File: config.mk
export PLATFORM = sky130hd
export DESIGN_NAME = fetch_pc_unit_flat
export DESIGN_NICKNAME = d
export VERILOG_FILES = /design/src/rtl/fetch_pc_if.sv /design/src/rtl/fetch_pc_unit.sv /design/src/flat_wrapper.sv
export SDC_FILE = /design/constraint.sdc
export NUM_CORES = 1
export LEC_CHECK = 0
export CAP_MARGIN = 20
export CORE_MARGIN = 2
export CORE_UTILIZATION = 40
export CTS_CLUSTER_SIZE = 20
export DETAILED_ROUTE_END_ITERATION = 10
export SYNTH_ARGS = -nofsm -noshare
export SYNTH_HDL_FRONTEND = slang
export SYNTH_SLANG_ARGS = --single-unit
File: constraint.sdc
create_clock -name clk -period 2.8 [get_ports clk]
set_input_delay 0.56 -clock clk [delete_from_list [all_inputs] [get_ports clk]]
set_output_delay 0.56 -clock clk [all_outputs]
set_load 0.01 [all_outputs]
File: src/rtl/fetch_pc_if.sv
// fetch_pc_if: fetch/PC control bus between the decoder/ALU side and the PC unit
interface fetch_pc_if #(
    parameter int PC_W  = 10,
    parameter int IDX_W = 4,
    parameter int CNT_W = 16
);
    logic             start;
    logic [PC_W-1:0]  start_addr;
    logic             stall;
    logic             halt_req;
    logic             branch_en;
    logic             branch;
    logic [IDX_W-1:0] target_idx;
    logic             lut_wr_en;
    logic [IDX_W-1:0] lut_wr_idx;
    logic [PC_W-1:0]  lut_wr_data;
    logic [PC_W-1:0]  pc;
    logic             running;
    logic             done;
    logic [CNT_W-1:0] br_count;
    logic [CNT_W-1:0] cyc_count;
    modport master (
        output start, start_addr, stall, halt_req, branch_en, branch, target_idx,
               lut_wr_en, lut_wr_idx, lut_wr_data,
        input  pc, running, done, br_count, cyc_count
    );
    modport slave (
        input  start, start_addr, stall, halt_req, branch_en, branch, target_idx,
               lut_wr_en, lut_wr_idx, lut_wr_data,
        output pc, running, done, br_count, cyc_count
    );
endinterface

File: src/rtl/fetch_pc_unit.sv
// fetch_pc_unit: next-PC selection (restart/hold/halt/LUT branch/increment) with run state and counters
module fetch_pc_unit #(
    parameter int PC_W  = 10,
    parameter int IDX_W = 4,
    parameter int CNT_W = 16
) (
    input logic       clk,
    input logic       reset,
    fetch_pc_if.slave bus
);
    localparam logic [1:0] IDLE = 2'b00;
    localparam logic [1:0] RUN  = 2'b01;
    localparam logic [1:0] HALT = 2'b10;
    logic [1:0]       state, nxt_state;
    logic [PC_W-1:0]  nxt_pc;
    logic [CNT_W-1:0] nxt_br, nxt_cyc;
    logic [PC_W-1:0]  lut [2**IDX_W];
    logic             take;
    function automatic logic [CNT_W-1:0] sat(input logic [CNT_W-1:0] c);
        return (&c) ? c : c + 1'b1;
    endfunction
    // branch_en gates first so an X on branch cannot reach the PC mux when no branch is decoded
    assign take = bus.branch_en && bus.branch;
    always_comb begin
        nxt_state = state;
        nxt_pc    = bus.pc;
        nxt_br    = bus.br_count;
        nxt_cyc   = bus.cyc_count;
        if (bus.start) begin
            nxt_state = RUN;
            nxt_pc    = bus.start_addr;
            nxt_br    = '0;
            nxt_cyc   = '0;
        end else if (state == RUN) begin
            if (!bus.stall) begin
                nxt_cyc = sat(bus.cyc_count);
                if (bus.halt_req) begin
                    nxt_state = HALT;
                end else if (take) begin
                    nxt_pc = lut[bus.target_idx];
                    nxt_br = sat(bus.br_count);
                end else begin
                    nxt_pc = bus.pc + 1'b1;
                end
            end
        end else if (state != IDLE && state != HALT) begin
            nxt_state = IDLE;
        end
    end
    always_ff @(posedge clk) begin
        if (reset) begin
            state         <= IDLE;
            bus.pc        <= '0;
            bus.running   <= 1'b0;
            bus.done      <= 1'b0;
            bus.br_count  <= '0;
            bus.cyc_count <= '0;
        end else begin
            state         <= nxt_state;
            bus.pc        <= nxt_pc;
            bus.running   <= nxt_state == RUN;
            bus.done      <= nxt_state == HALT;
            bus.br_count  <= nxt_br;
            bus.cyc_count <= nxt_cyc;
        end
    end
    // write lands after the combinational read, so a same-cycle branch sees the old entry
    always_ff @(posedge clk) begin
        if (reset) begin
            for (int i = 0; i < 2**IDX_W; i++) lut[i] <= '0;
        end else if (bus.lut_wr_en) begin
            lut[bus.lut_wr_idx] <= bus.lut_wr_data;
        end
    end
endmodule

File: src/flat_wrapper.sv
// flat-port wrapper written by rule: the top's interface ports become plain ports
module fetch_pc_unit_flat 
#(
    parameter int PC_W  = 10,
    parameter int IDX_W = 4,
    parameter int CNT_W = 16
)
  (clk, reset, bus_start, bus_start_addr, bus_stall, bus_halt_req, bus_branch_en, bus_branch, bus_target_idx, bus_lut_wr_en, bus_lut_wr_idx, bus_lut_wr_data, bus_pc, bus_running, bus_done, bus_br_count, bus_cyc_count);
  fetch_pc_if #(.PC_W(PC_W), .IDX_W(IDX_W), .CNT_W(CNT_W)) bus_i ();
  input logic clk;
  input logic reset;
  input wire logic [$bits(bus_i.start)-1:0] bus_start;
  input wire logic [$bits(bus_i.start_addr)-1:0] bus_start_addr;
  input wire logic [$bits(bus_i.stall)-1:0] bus_stall;
  input wire logic [$bits(bus_i.halt_req)-1:0] bus_halt_req;
  input wire logic [$bits(bus_i.branch_en)-1:0] bus_branch_en;
  input wire logic [$bits(bus_i.branch)-1:0] bus_branch;
  input wire logic [$bits(bus_i.target_idx)-1:0] bus_target_idx;
  input wire logic [$bits(bus_i.lut_wr_en)-1:0] bus_lut_wr_en;
  input wire logic [$bits(bus_i.lut_wr_idx)-1:0] bus_lut_wr_idx;
  input wire logic [$bits(bus_i.lut_wr_data)-1:0] bus_lut_wr_data;
  output wire logic [$bits(bus_i.pc)-1:0] bus_pc;
  output wire logic [$bits(bus_i.running)-1:0] bus_running;
  output wire logic [$bits(bus_i.done)-1:0] bus_done;
  output wire logic [$bits(bus_i.br_count)-1:0] bus_br_count;
  output wire logic [$bits(bus_i.cyc_count)-1:0] bus_cyc_count;
  assign bus_i.start = bus_start;
  assign bus_i.start_addr = bus_start_addr;
  assign bus_i.stall = bus_stall;
  assign bus_i.halt_req = bus_halt_req;
  assign bus_i.branch_en = bus_branch_en;
  assign bus_i.branch = bus_branch;
  assign bus_i.target_idx = bus_target_idx;
  assign bus_i.lut_wr_en = bus_lut_wr_en;
  assign bus_i.lut_wr_idx = bus_lut_wr_idx;
  assign bus_i.lut_wr_data = bus_lut_wr_data;
  assign bus_pc = bus_i.pc;
  assign bus_running = bus_i.running;
  assign bus_done = bus_i.done;
  assign bus_br_count = bus_i.br_count;
  assign bus_cyc_count = bus_i.cyc_count;
  fetch_pc_unit #(.PC_W(PC_W), .IDX_W(IDX_W), .CNT_W(CNT_W)) u_core (.clk(clk), .reset(reset), .bus(bus_i));
endmodule
---- Word level (Yosys, flattened, before mapping) ----
Memory sizes are Yosys's and may differ from the RTL's.
Cells that the tools add are included.
Widths: inputs -> output; s select.
storage, ports and cells
  output and inout port bits .............. 44
  logic and storage cells ................. 49
  memory bits (writable) .................. 160
  flip-flop bits (word level) ............. 46
  memories ................................ 1
  input port bits ......................... 36
cells by class
  bitwise logic cells ..................... 4
  eq/ne operators ......................... 6
  $add $sub $neg .......................... 3
  reduce and logical (&&, ||, !) cells .... 11
  multiplexer cells ....................... 18
memory list
  memory      depth  bits a word  read ports  clocked after Yosys merged registers in  write ports  RTL line             text
  u_core.lut  16     10           1           0                                        16           fetch_pc_unit.sv:17  logic [PC_W-1:0] lut [2**IDX_W];
operator list
  cell                   count
  $mux 10                6
  $add 16x1->16 const B  2
  $reduce_and 16->1      2
  $add 10x1->10 const B  1
  $mux 2                 5
  $reduce_or 10->1       1
  $mux 1                 6
  $ne 2x2->1 const B     3
  $reduce_and 3->1       2
  $reduce_and 5->1       1
  $eq 2x1->1 const B     2
  $mux 4                 1
  $not 1->1              4
  $reduce_bool 2->1      2
  $eq 2x2->1 const B     1
  $logic_and 1x1->1      2
  $reduce_or 2->1        1

---- Logic depth before layout (Yosys ltp) ----
  depth in word-level cells ............... 6
  mapped depth ............................ 8
  depth with buffers taken out ............ 6

---- Worst setup path before layout ----
Ideal clock, no wire load.
  kind .................................... input to register
  start ................................... input bus_halt_req
  end ..................................... register u_core.bus.br_count[13]
  cell stages on the path ................. 6
  slack ................................... 0.501 ns
  buffers on the path ..................... 1
  arrival time ............................ 2.171 ns
  library setup time ...................... 0.128 ns
  data required time ...................... 2.672 ns
  cell sequence ........................... or4b_4 -> buf_6 -> or4_4 -> nor4b_4 -> xnor2_1 -> nor2_1
between the ends
  cells in the longest elaborated chain, start to end .. 2
ends and longest elaborated chain
  what                        RTL line             text
  start, declared             flat_wrapper.sv:15   input wire logic [$bits(bus_i.halt_req)-1:0] bus_halt_req;
  $not 1->1 (no line)         n/a
  $reduce_and 5->1 (no line)  n/a
  end signal, assigned        fetch_pc_unit.sv:63  bus.br_count <= nxt_br;
  end, declared               fetch_pc_if.sv:30    output pc, running, done, br_count, cyc_count
Every way passes these cells.
A chain may end at the register's enable or synchronous reset.

---- Final worst setup path ----
  start ................................... register u_core.bus.cyc_count[11]
  end ..................................... register u_core.bus.cyc_count[1]
between the ends
  cells in the longest elaborated chain, start to end .. 3
ends and longest elaborated chain
  what                        RTL line             text
  start, declared             fetch_pc_if.sv:30
  start signal, assigned      fetch_pc_unit.sv:64  bus.cyc_count <= nxt_cyc;
  $reduce_and 16->1           fetch_pc_unit.sv:20  return (&c) ? c : c + 1'b1;
  $not 1->1 (no line)         n/a
  $reduce_and 3->1 (no line)  n/a
Every way passes these cells.

==> results.yml <==
status:
  status: "complete, no violations"
floorplanning:
  die_width_um: 161
  rows: 57
  die_height_um: 161
  initial_core_util_pct: 40.6
  ios: 80
  fp.dieArea_mm2: 0.0259
  core-area_mm2: 0.0242
clock_tree:
  clockBufferDepth: 3
  cts_buffers: 24
  htree_levels: 1
  insertion_delay_ns: 0.52
  cts_tree: "yes"
  clkSlewWorstSetupHoldPaths_ns: 0.06
  clkSinkCount: 206
  hold_buffers: 0
  post_cts_buffers: 0
  clockRootBuffer: "clkbuf_16"
  cts_resized: 0
yosys:
  synth_top_area_share_pct: 48.9
  synthAdderAreaFrac_pct: 0.382
  synth_most_common_cell: "and2_1"
  yosys.cell_types.count: 58
  synth-compound-area-share_pct: 5.33
  synth_ff_type: "edfxtp_1"
  synth.area.mux_share_pct: 9.85
  synth_area_leader_cell: "edfxtp_1"
  synth_top_family_by_area: "simple AND/OR/NAND/NOR gates"
  syn_area_mm2: 0.00983
  synth_area_leaders: "edfxtp_1, and2_1, dfxtp_1, mux4_2, nor2_1"
  avgSynthCellArea_um2: 12.3
  yosys_register_bits: 206
  synth-edff-count: 160
  ys_seq_area_share_pct: 58.2
  synthesis.nets: 840
  synth_xor_area_share_pct: 2.32
  async_reset_ff_share_pct: 0
  synth_simple_gate_area_share_pct: 21.1
  ys_warn_count: 0
  synth_cells: 801
  ys_top_cells_by_count: "and2_1, edfxtp_1, nor2_1, dfxtp_1, clkbuf_1"
layout:
  final_util_pct: 49.3
  nFillCells: 2122
  drive_gt1_share_pct: 15.8
  multi_input_area_mm2: 0.00384
  antenna_cells: 0
  syn2layout_area_growth_pct: 21.4
  seqCellArea_mm2: 0.00573
  stdcell_area_mm2: 0.0119
  nNetsFinal: 930
placed_design:
  dp_hpwl_mm: 17.6
  place.gp.congestion: 0.878
  placed_area_mm2: 0.0111
  portBuffers: 79
worst_setup_path:
  cp_data_required_time_ns: 3.20
  critPathKind: "reg -> reg"
  cp_num_buf_inv: 0
  worst_path_largest_cell_delay_ns: 0.80
  cp-end-kind: "register"
  crit_family: "simple AND/OR/NAND/NOR gates"
  cp_num_cells: 5
  critPathArrivalTime_ns: 2.56
  worstRegToRegCells: 5
  worstPathCellList: "nand4_1, nor3_1, a21boi_0, mux2i_1, nor2_1"
  critical_path.slowest_cell: "nor3_1"
  cp_max_fo: 9
  crit_path_start_kind: "register"
routing:
  wl_per_cell_um: 21.1
  vias: 6607
  dr.pass1.iters: 5
  ant_nets: 0
  drtIter0Drc: 676
  drc: 0
  routed_wl_mm: 26.0
  viasPerCell: 5.37
timing:
  max_freq_mhz: 462
  final_max_slew_viol_count: 0
  fin_crit_ns: 2.17
  setup_tns_ns: 0
  clock_skew_ns: 0.00988
  worst_pin_slew_ns: 0.906
  timing.final.hold_violations: 0
  finalCritPeriodShare_pct: 77.3
  hold_slack_ns: 0.514
  relSlewSlack_pct: 39.1
  setup_viol_count_final: 0
  rsz0062_at_grt: "no"
power:
  p_total_uw: 7290
  leakage_uw: 0.00410
  powerDensity_mw_per_mm2: 610
  ir_worst_vdd_v: 0.000343
global_route:
  grt_max_degree: 32
  track_usage_pct: 20.2
  grt_pass1_wl_mm: 39.8
  grt_pass1_vias: 6601
  grt_overflow: 0
  antenna_found_initial: 1
min_path:
  hold_class: "reg -> reg"
  min_path_cells: 2
flow_run:
  maxCapViolCount: 0
[flip-flops by register name, summed over array words and instances (netlist names)]
signal	flops
u_core.bus.cyc_count	16
u_core.bus.done	1
u_core.state	2
u_core.bus.running	1
u_core.bus.br_count	16
u_core.lut	160
u_core.bus.pc	10
[cell usage in the layout, fill, tap and decap left out, types with 8 or more instances in the layout]
| cell | Yosys | layout |
|---|---|---|
| nand2_1 | 28 | 28 |
| dfxtp_1 | 46 | 46 |
| mux4_2 | 32 | 32 |
| nor4_1 | 9 | 9 |
| mux2i_1 | 18 | 18 |
| nand4_1 | 9 | 9 |
| inv_1 | 11 | 11 |
| edfxtp_1 | 160 | 160 |
| xnor2_1 | 24 | 24 |
| or2_2 | 20 | 20 |
| a211oi_1 | 8 | 8 |
| nor2_1 | 62 | 62 |
| nor3_1 | 18 | 18 |
| nand2b_1 | 8 | 8 |
| clkdlybuf4s50_1 | 0 | 77 |
| o21ai_0 | 13 | 13 |
| clkbuf_16 | 0 | 25 |
| nand3_1 | 18 | 18 |
| a21oi_1 | 18 | 18 |
| buf_4 | 4 | 36 |
| and2_1 | 162 | 162 |
| o22ai_1 | 10 | 10 |
[logic make-up (layout without fill, tap and decap cells)]
logic type                 after synthesis  in the layout
muxes                                   56             56
adders and majority gates                3              3
xor gates and xnor gates                26             26
AOI/OAI and AO/OA                       80             80
and+or+nand+nor                        364            364
DFF                                    206            206
buffers and inverters                   66            172
[final timing paths]
check                                start                       to  slack [ns]
hold reg to reg    u_core.bus.cyc_count[9]  u_core.bus.cyc_count[9]        0.51
setup / recovery  u_core.bus.cyc_count[11]  u_core.bus.cyc_count[1]        0.63
hold / removal     u_core.bus.cyc_count[9]  u_core.bus.cyc_count[9]        0.51
setup reg to reg  u_core.bus.cyc_count[11]  u_core.bus.cyc_count[1]        0.63
[cell type report]
type / count / share of cell area [%]
Clock buffer: 28 / 5.33
Clock inverter: 14 / 1.39
Inverter: 11 / 0.346
Multi-Input combinational cell: 529 / 32.1
Sequential cell: 206 / 47.9
Tap cell: 324 / 3.39
Timing Repair Buffer: 119 / 9.47
[layer usage]
layer  global-route usage (%)  vias to the layer above  part of all wire [%]
met2                     33.4                      228                    48
met1                     27.6                     3254                    44
li1                         -                     3088                     -
met5                        0                        -                     0
met3                     3.46                       37                   6.1
met4                     5.84                        0                   2.5
[worst min-delay path, stage by stage, from the launching register on]
cell	delay, ns
dfxtp_1	0.34
o41ai_1	0.07
a21oi_1	0.06
[through the flow]
stage,setup WS [ns],std cells
floorplan,0.501,801
global placement,0.129,1189
detailed placement,0.145,1189
CTS,0.620,1231
global route,0.426,1231
finish,0.635,1231
[power breakdown]
group / internal, µW / leakage (µW) / switching [µW]
Combinational: 246 / 0.00180 / 319
Sequential: 3440 / 0.00190 / 57.1
Clock: 1980 / 0.000400 / 1240
Note: power is estimated with default switching activity, not from simulation.
